**src/rtl/seq_pattern_transmitter_if.sv**
```systemverilog
// Handshake and data bundle for seq_pattern_transmitter.
//   master: the side that requests transfers (drives start, pattern,
//           repeat_cnt, gap, abort; observes the serial stream and status).
//   slave : the transmitter itself.
// Signals:
//   start, pattern[PAT_W], repeat_cnt[CNT_W], gap[GAP_W], abort -> slave
//   dout, dout_valid, busy, done, patterns_sent[CNT_W]           -> master
interface seq_pattern_transmitter_if #(
    parameter int PAT_W = 4,
    parameter int CNT_W = 8,
    parameter int GAP_W = 4
);
    logic             start;
    logic [PAT_W-1:0] pattern;
    logic [CNT_W-1:0] repeat_cnt;
    logic [GAP_W-1:0] gap;
    logic             abort;
    logic             dout;
    logic             dout_valid;
    logic             busy;
    logic             done;
    logic [CNT_W-1:0] patterns_sent;

    modport master (
        output start, pattern, repeat_cnt, gap, abort,
        input  dout, dout_valid, busy, done, patterns_sent
    );

    modport slave (
        input  start, pattern, repeat_cnt, gap, abort,
        output dout, dout_valid, busy, done, patterns_sent
    );
endinterface

```
**src/rtl/seq_pattern_transmitter.sv**
```systemverilog
// Serial pattern source. Shifts a PAT_W-bit pattern out MSB-first, one bit
// per clock, repeating it repeat_cnt times with `gap` idle cycles between
// repetitions. Every output is a register (Moore style).
// Ports:
//   clk  - clock, rising edge
//   rst  - synchronous active-high reset
//   bus  - seq_pattern_transmitter_if.slave:
//          start/pattern/repeat_cnt/gap/abort in,
//          dout/dout_valid/busy/done/patterns_sent out
module seq_pattern_transmitter #(
    parameter int PAT_W = 4,
    parameter int CNT_W = 8,
    parameter int GAP_W = 4
) (
    input  logic                         clk,
    input  logic                         rst,
    seq_pattern_transmitter_if.slave     bus
);
    localparam int BIT_W = (PAT_W > 1) ? $clog2(PAT_W) : 1;
    localparam logic [BIT_W-1:0] LAST_BIT = BIT_W'(PAT_W - 1);

    typedef enum logic [1:0] {IDLE, SHIFT, GAP, DONE} state_t;

    state_t           state_reg;
    logic [PAT_W-1:0] pat_reg;      // latched pattern, reloaded every repetition
    logic [PAT_W-1:0] shift_reg;    // bits still to send, MSB-aligned
    logic [CNT_W-1:0] rep_reg;
    logic [GAP_W-1:0] gap_reg;
    logic [BIT_W-1:0] bit_cnt_reg;
    logic [GAP_W-1:0] gap_cnt_reg;  // counts down gap-1 .. 0
    logic [CNT_W-1:0] sent_reg;
    logic             dout_reg;
    logic             valid_reg;
    logic             busy_reg;
    logic             done_reg;

    logic [CNT_W-1:0] sent_next;
    assign sent_next = sent_reg + 1'b1;

    assign bus.dout          = dout_reg;
    assign bus.dout_valid    = valid_reg;
    assign bus.busy          = busy_reg;
    assign bus.done          = done_reg;
    assign bus.patterns_sent = sent_reg;

    always_ff @(posedge clk) begin
        if (rst) begin
            state_reg   <= IDLE;
            pat_reg     <= '0;
            shift_reg   <= '0;
            rep_reg     <= '0;
            gap_reg     <= '0;
            bit_cnt_reg <= '0;
            gap_cnt_reg <= '0;
            sent_reg    <= '0;
            dout_reg    <= 1'b0;
            valid_reg   <= 1'b0;
            busy_reg    <= 1'b0;
            done_reg    <= 1'b0;
        end else begin
            case (state_reg)
                IDLE: begin
                    if (bus.start) begin
                        sent_reg <= '0;
                        if (bus.repeat_cnt != '0) begin
                            pat_reg     <= bus.pattern;
                            rep_reg     <= bus.repeat_cnt;
                            gap_reg     <= bus.gap;
                            shift_reg   <= {bus.pattern[PAT_W-2:0], 1'b0};
                            bit_cnt_reg <= '0;
                            dout_reg    <= bus.pattern[PAT_W-1];
                            valid_reg   <= 1'b1;
                            busy_reg    <= 1'b1;
                            state_reg   <= SHIFT;
                        end else begin
                            done_reg  <= 1'b1;
                            state_reg <= DONE;
                        end
                    end
                end

                SHIFT: begin
                    if (bus.abort) begin
                        dout_reg  <= 1'b0;
                        valid_reg <= 1'b0;
                        busy_reg  <= 1'b0;
                        state_reg <= IDLE;
                    end else if (bit_cnt_reg == LAST_BIT) begin
                        sent_reg <= sent_next;
                        if (sent_next == rep_reg) begin
                            dout_reg  <= 1'b0;
                            valid_reg <= 1'b0;
                            busy_reg  <= 1'b0;
                            done_reg  <= 1'b1;
                            state_reg <= DONE;
                        end else if (gap_reg == '0) begin
                            // Back-to-back: next MSB appears with no bubble.
                            shift_reg   <= {pat_reg[PAT_W-2:0], 1'b0};
                            bit_cnt_reg <= '0;
                            dout_reg    <= pat_reg[PAT_W-1];
                        end else begin
                            gap_cnt_reg <= gap_reg - 1'b1;
                            dout_reg    <= 1'b0;
                            valid_reg   <= 1'b0;
                            state_reg   <= GAP;
                        end
                    end else begin
                        dout_reg    <= shift_reg[PAT_W-1];
                        shift_reg   <= {shift_reg[PAT_W-2:0], 1'b0};
                        bit_cnt_reg <= bit_cnt_reg + 1'b1;
                    end
                end

                GAP: begin
                    if (bus.abort) begin
                        busy_reg  <= 1'b0;
                        state_reg <= IDLE;
                    end else if (gap_cnt_reg == '0) begin
                        shift_reg   <= {pat_reg[PAT_W-2:0], 1'b0};
                        bit_cnt_reg <= '0;
                        dout_reg    <= pat_reg[PAT_W-1];
                        valid_reg   <= 1'b1;
                        state_reg   <= SHIFT;
                    end else begin
                        gap_cnt_reg <= gap_cnt_reg - 1'b1;
                    end
                end

                DONE: begin
                    done_reg  <= 1'b0;
                    state_reg <= IDLE;
                end

                default: state_reg <= IDLE;
            endcase
        end
    end
endmodule

```
**src/flat_wrapper.sv**
```systemverilog
// flat-port wrapper written by rule: the top's interface ports become plain ports
module seq_pattern_transmitter_flat 
#(
    parameter int PAT_W = 4,
    parameter int CNT_W = 8,
    parameter int GAP_W = 4
)
  (clk, rst, bus_start, bus_pattern, bus_repeat_cnt, bus_gap, bus_abort, bus_dout, bus_dout_valid, bus_busy, bus_done, bus_patterns_sent);
  seq_pattern_transmitter_if #(.PAT_W(PAT_W), .CNT_W(CNT_W), .GAP_W(GAP_W)) bus_i ();
  input  logic clk;
  input  logic rst;
  input wire logic [$bits(bus_i.start)-1:0] bus_start;
  input wire logic [$bits(bus_i.pattern)-1:0] bus_pattern;
  input wire logic [$bits(bus_i.repeat_cnt)-1:0] bus_repeat_cnt;
  input wire logic [$bits(bus_i.gap)-1:0] bus_gap;
  input wire logic [$bits(bus_i.abort)-1:0] bus_abort;
  output wire logic [$bits(bus_i.dout)-1:0] bus_dout;
  output wire logic [$bits(bus_i.dout_valid)-1:0] bus_dout_valid;
  output wire logic [$bits(bus_i.busy)-1:0] bus_busy;
  output wire logic [$bits(bus_i.done)-1:0] bus_done;
  output wire logic [$bits(bus_i.patterns_sent)-1:0] bus_patterns_sent;
  assign bus_i.start = bus_start;
  assign bus_i.pattern = bus_pattern;
  assign bus_i.repeat_cnt = bus_repeat_cnt;
  assign bus_i.gap = bus_gap;
  assign bus_i.abort = bus_abort;
  assign bus_dout = bus_i.dout;
  assign bus_dout_valid = bus_i.dout_valid;
  assign bus_busy = bus_i.busy;
  assign bus_done = bus_i.done;
  assign bus_patterns_sent = bus_i.patterns_sent;
  seq_pattern_transmitter #(.PAT_W(PAT_W), .CNT_W(CNT_W), .GAP_W(GAP_W)) u_core (.clk(clk), .rst(rst), .bus(bus_i));
endmodule
```
**config.mk**
```make
export PLATFORM = sky130hd
export DESIGN_NAME = seq_pattern_transmitter_flat
export DESIGN_NICKNAME = d
export VERILOG_FILES = /design/src/rtl/seq_pattern_transmitter_if.sv /design/src/rtl/seq_pattern_transmitter.sv /design/src/flat_wrapper.sv
export SDC_FILE = /design/constraint.sdc
export NUM_CORES = 1
export LEC_CHECK = 0
export ABC_CLOCK_PERIOD_IN_PS = 2400
export CAP_MARGIN = 20
export CORE_MARGIN = 3
export CORE_UTILIZATION = 49
export CTS_CLUSTER_DIAMETER = 50
export DETAILED_ROUTE_END_ITERATION = 12
export PLACE_DENSITY_LB_ADDON = 0.08
export SYNTH_ARGS = -nofsm -noshare
export SYNTH_HDL_FRONTEND = slang
export SYNTH_SLANG_ARGS = --single-unit
export TNS_END_PERCENT = 100
```
**constraint.sdc**
```tcl
create_clock -name clk -period 2.4 [get_ports clk]
set_input_delay 0.48 -clock clk [delete_from_list [all_inputs] [get_ports clk]]
set_output_delay 0.48 -clock clk [all_outputs]
set_load 0.01 [all_outputs]
```
==> qor.yml <==
floorplanning:
  start_util_pct: 52.95
  die_width_um: 73.38
  core_um2: 4202
  die_area_um2: 5385
  ioPinCount: 32
  die_h_um: 73.38
  rows: 23
routing:
  drc_errors: 0
  wl_mm: 5.869
  drt_iter0_markers: 220
  ant_nets: 0
  firstDrtPassIters: 5
  wl_per_cell_um: 15.24
  via_per_inst: 5.753
  via_count: 2215
global_route:
  gr-total-overflow: 0
  grt_util_all_layers_pct: 22.66
  grt_use_met3_pct: 5.472
  grt-busiest-layer: "met1"
  grt_max_degree: 32
  grt_pass1_wl_mm: 9.522
  first_global_vias: 1985
  antenna_found_initial: 0
  grt_use_met1_pct: 33.89
  use_met2_pct: 31.58
pwr:
  p_sw_share_pct: 29.05
  p_int_uw: 1242
  power_uw: 1750
  sequentialPowerShare_pct: 41.5
  power.share.clock_pct: 33.7
  ir_drop_mv: 0.4338
  comb_power_share_pct: 24.8
  powerDensity_nw_per_um2: 577.2
  leakage_uw: 0.001241
  p_sw_uw: 508.2
synth:
  ys_ff_latch: 39
  ys_seq_area_share_pct: 35.10
  ys_async_sr_fraction_pct: 0
  syn-cell-area_um2: 2225
  avgSynthCellArea_um2: 7.945
  synth_cell_types: 43
  synth_area_leaders: "dfxtp_1 35%, a21oi_1 7.0%, mux2i_1 6.3%"
  synth_cells: 280
  yosys.area.top_type: "dfxtp_1"
  synth_edf_count: 0
  synth-main-ff-cell: "dfxtp_1"
  synth_warnings: 0
  synth_nets: 308
  yosysTopAreaCellShare_pct: 35.10
setup_path:
  critPathSlowestCell: "or4_4"
  path_cells: "clkdlybuf4s50_1, or4_4, nor2_4, nand2_1, a21o_1, or2_2, o22ai_2, mux2_4"
  worstPathRequired_ns: 2.59
  crit_type: "primary input to register"
  arrival_ns: 2.56
  cp-end-kind: "register"
  reg2reg_depth: 9
  slowest_delay_ns: 0.52
  worstPathMaxFanout: 2
  startpoint_type: "primary input"
timing:
  slew_headroom_pct: 71.56
  tightestPinTransition_ns: 0.4266
  holdWs_ns: 0.4711
  setup_slack_ns: 0.03670
  fmax_ghz: 0.4231
  period_needed_ns: 2.363
  min_period_over_period_pct: 98.47
  rsz0062_at_grt: "true"
  finalHoldViolations: 0
  setup-violations-final: 0
  drv_slew: 0
  skew_ns: 0.006741
cells_and_area:
  fill_cells: 320
  antenna-diode-count: 0
  mostFrequentLayoutCell: "dfxtp_1"
  syn2layout_area_growth_pct: 36.28
  final_nets: 362
  final_layout_size_suffix_gt1_share_pct: 19.70
  fin_cells: 385
  final_cell_mix: "37 x dfxtp_1, 34 x nor2_1, 32 x buf_4"
clock_network:
  insertion_delay_ns: 0.30
  clock-sinks: 39
  cts.path.max_buffers: 2
  root_buffer: "clkbuf_8"
  cts_tree: "built"
  ctsHtreeMaxLevel: 2
  cts_buffers: 5
  clk_pin_slew_ns: 0.08
worst_hold_path:
  whs_path_depth: 3
  hold_path.class: "primary input to register"
run:
  maxCapViolCount: 0
place:
  hpwl_mm: 4.131
  io_buffers: 31
  dp_cells: 373
  place.gp.congestion: 0.8540
  preCtsSetupSlack_ns: -0.3532
run_status:
  status: "finished clean"
-- synth_stat cells, drive strengths merged (3+ instances only) --
cell	n
nand2b	7
buf	3
o32ai	3
or4	5
mux2i	14
nor2	36
nor3	3
nor2b	5
inv	11
nand2	20
clkbuf	14
a22oi	3
ha	8
a21oi	31
o21ai	15
xnor2	10
dfxtp	39
nand3	17
a211o	3
-- power groups by stage --
stage               sequential, µW  clock (µW)  combinational (µW)
finish                         726         590                 434
floorplan                      738           0                 251
detailed placement             742           0                 409
global route                   732         622                 472
global placement               741           0                 404
CTS                            728         599                 417
-- logic make-up after synthesis --
group / synth area share [%]
simple gates: 23.68
compound gates: 19.85
flops: 35.10
buf+inv: 4.837
mux: 7.311
xor+xnor: 4.724
fa+ha+maj: 4.500
-- cell type report --
class | count | area (µm²) | share of cell area, %
inverters | 11 | 41.29 | 1.362
multi-input cells | 213 | 1438 | 47.42
well taps | 50 | 62.56 | 2.064
repair buffers | 64 | 580.6 | 19.15
flip-flops and latches | 39 | 788.3 | 26.00
clock inverters | 2 | 38.79 | 1.279
clock buffers | 6 | 82.58 | 2.724
-- critical path: cells and delay by family --
family / cells / cell delay [ns]
compound gates: 2 / 0.34
simple gates: 4 / 1.00
mux: 1 / 0.31
buf+inv: 1 / 0.42
-- final timing paths --
path | end | startpoint | slack (ns)
worst max-delay path | u_core.bus.done | bus_repeat_cnt[1] | 0.04
worst min-delay path | u_core.rep_reg[7] | bus_repeat_cnt[7] | 0.47
worst max register to register | u_core.state_reg[0] | u_core.bus.patterns_sent[1] | 0.04
worst min register to register | u_core.rep_reg[7] | u_core.rep_reg[7] | 0.47
-- per-stage QoR --
step | cell area, µm² | TNS [ns] | util [%]
detailed placement | 2763 | -4.189 | 65.75
finish | 3032 | 0 | 72.16
global route | 3032 | -0.04229 | 72.16
floorplan | 2226 | 0 | -
CTS | 2927 | 0 | 69.65
global placement | 2763 | -2.569 | 65.75
-- routing by layer --
layer | vias to the layer above | part of all wire (%)
met5 | - | 0
met4 | 0 | 1.3
met3 | 8 | 5.9
met2 | 62 | 44
met1 | 1048 | 48
li1 | 1097 | -
-- timing repair --
| item | in CTS | in global routing |
|---|---|---|
| pin swaps | 5 | 11 |
| resized for setup | 11 | 19 |
| setup buffers | 1 | 3 |
| setup endpoints to repair | 11 | 13 |
| hold buffers | 0 | 0 |
Power figures use the tool's default switching activity.
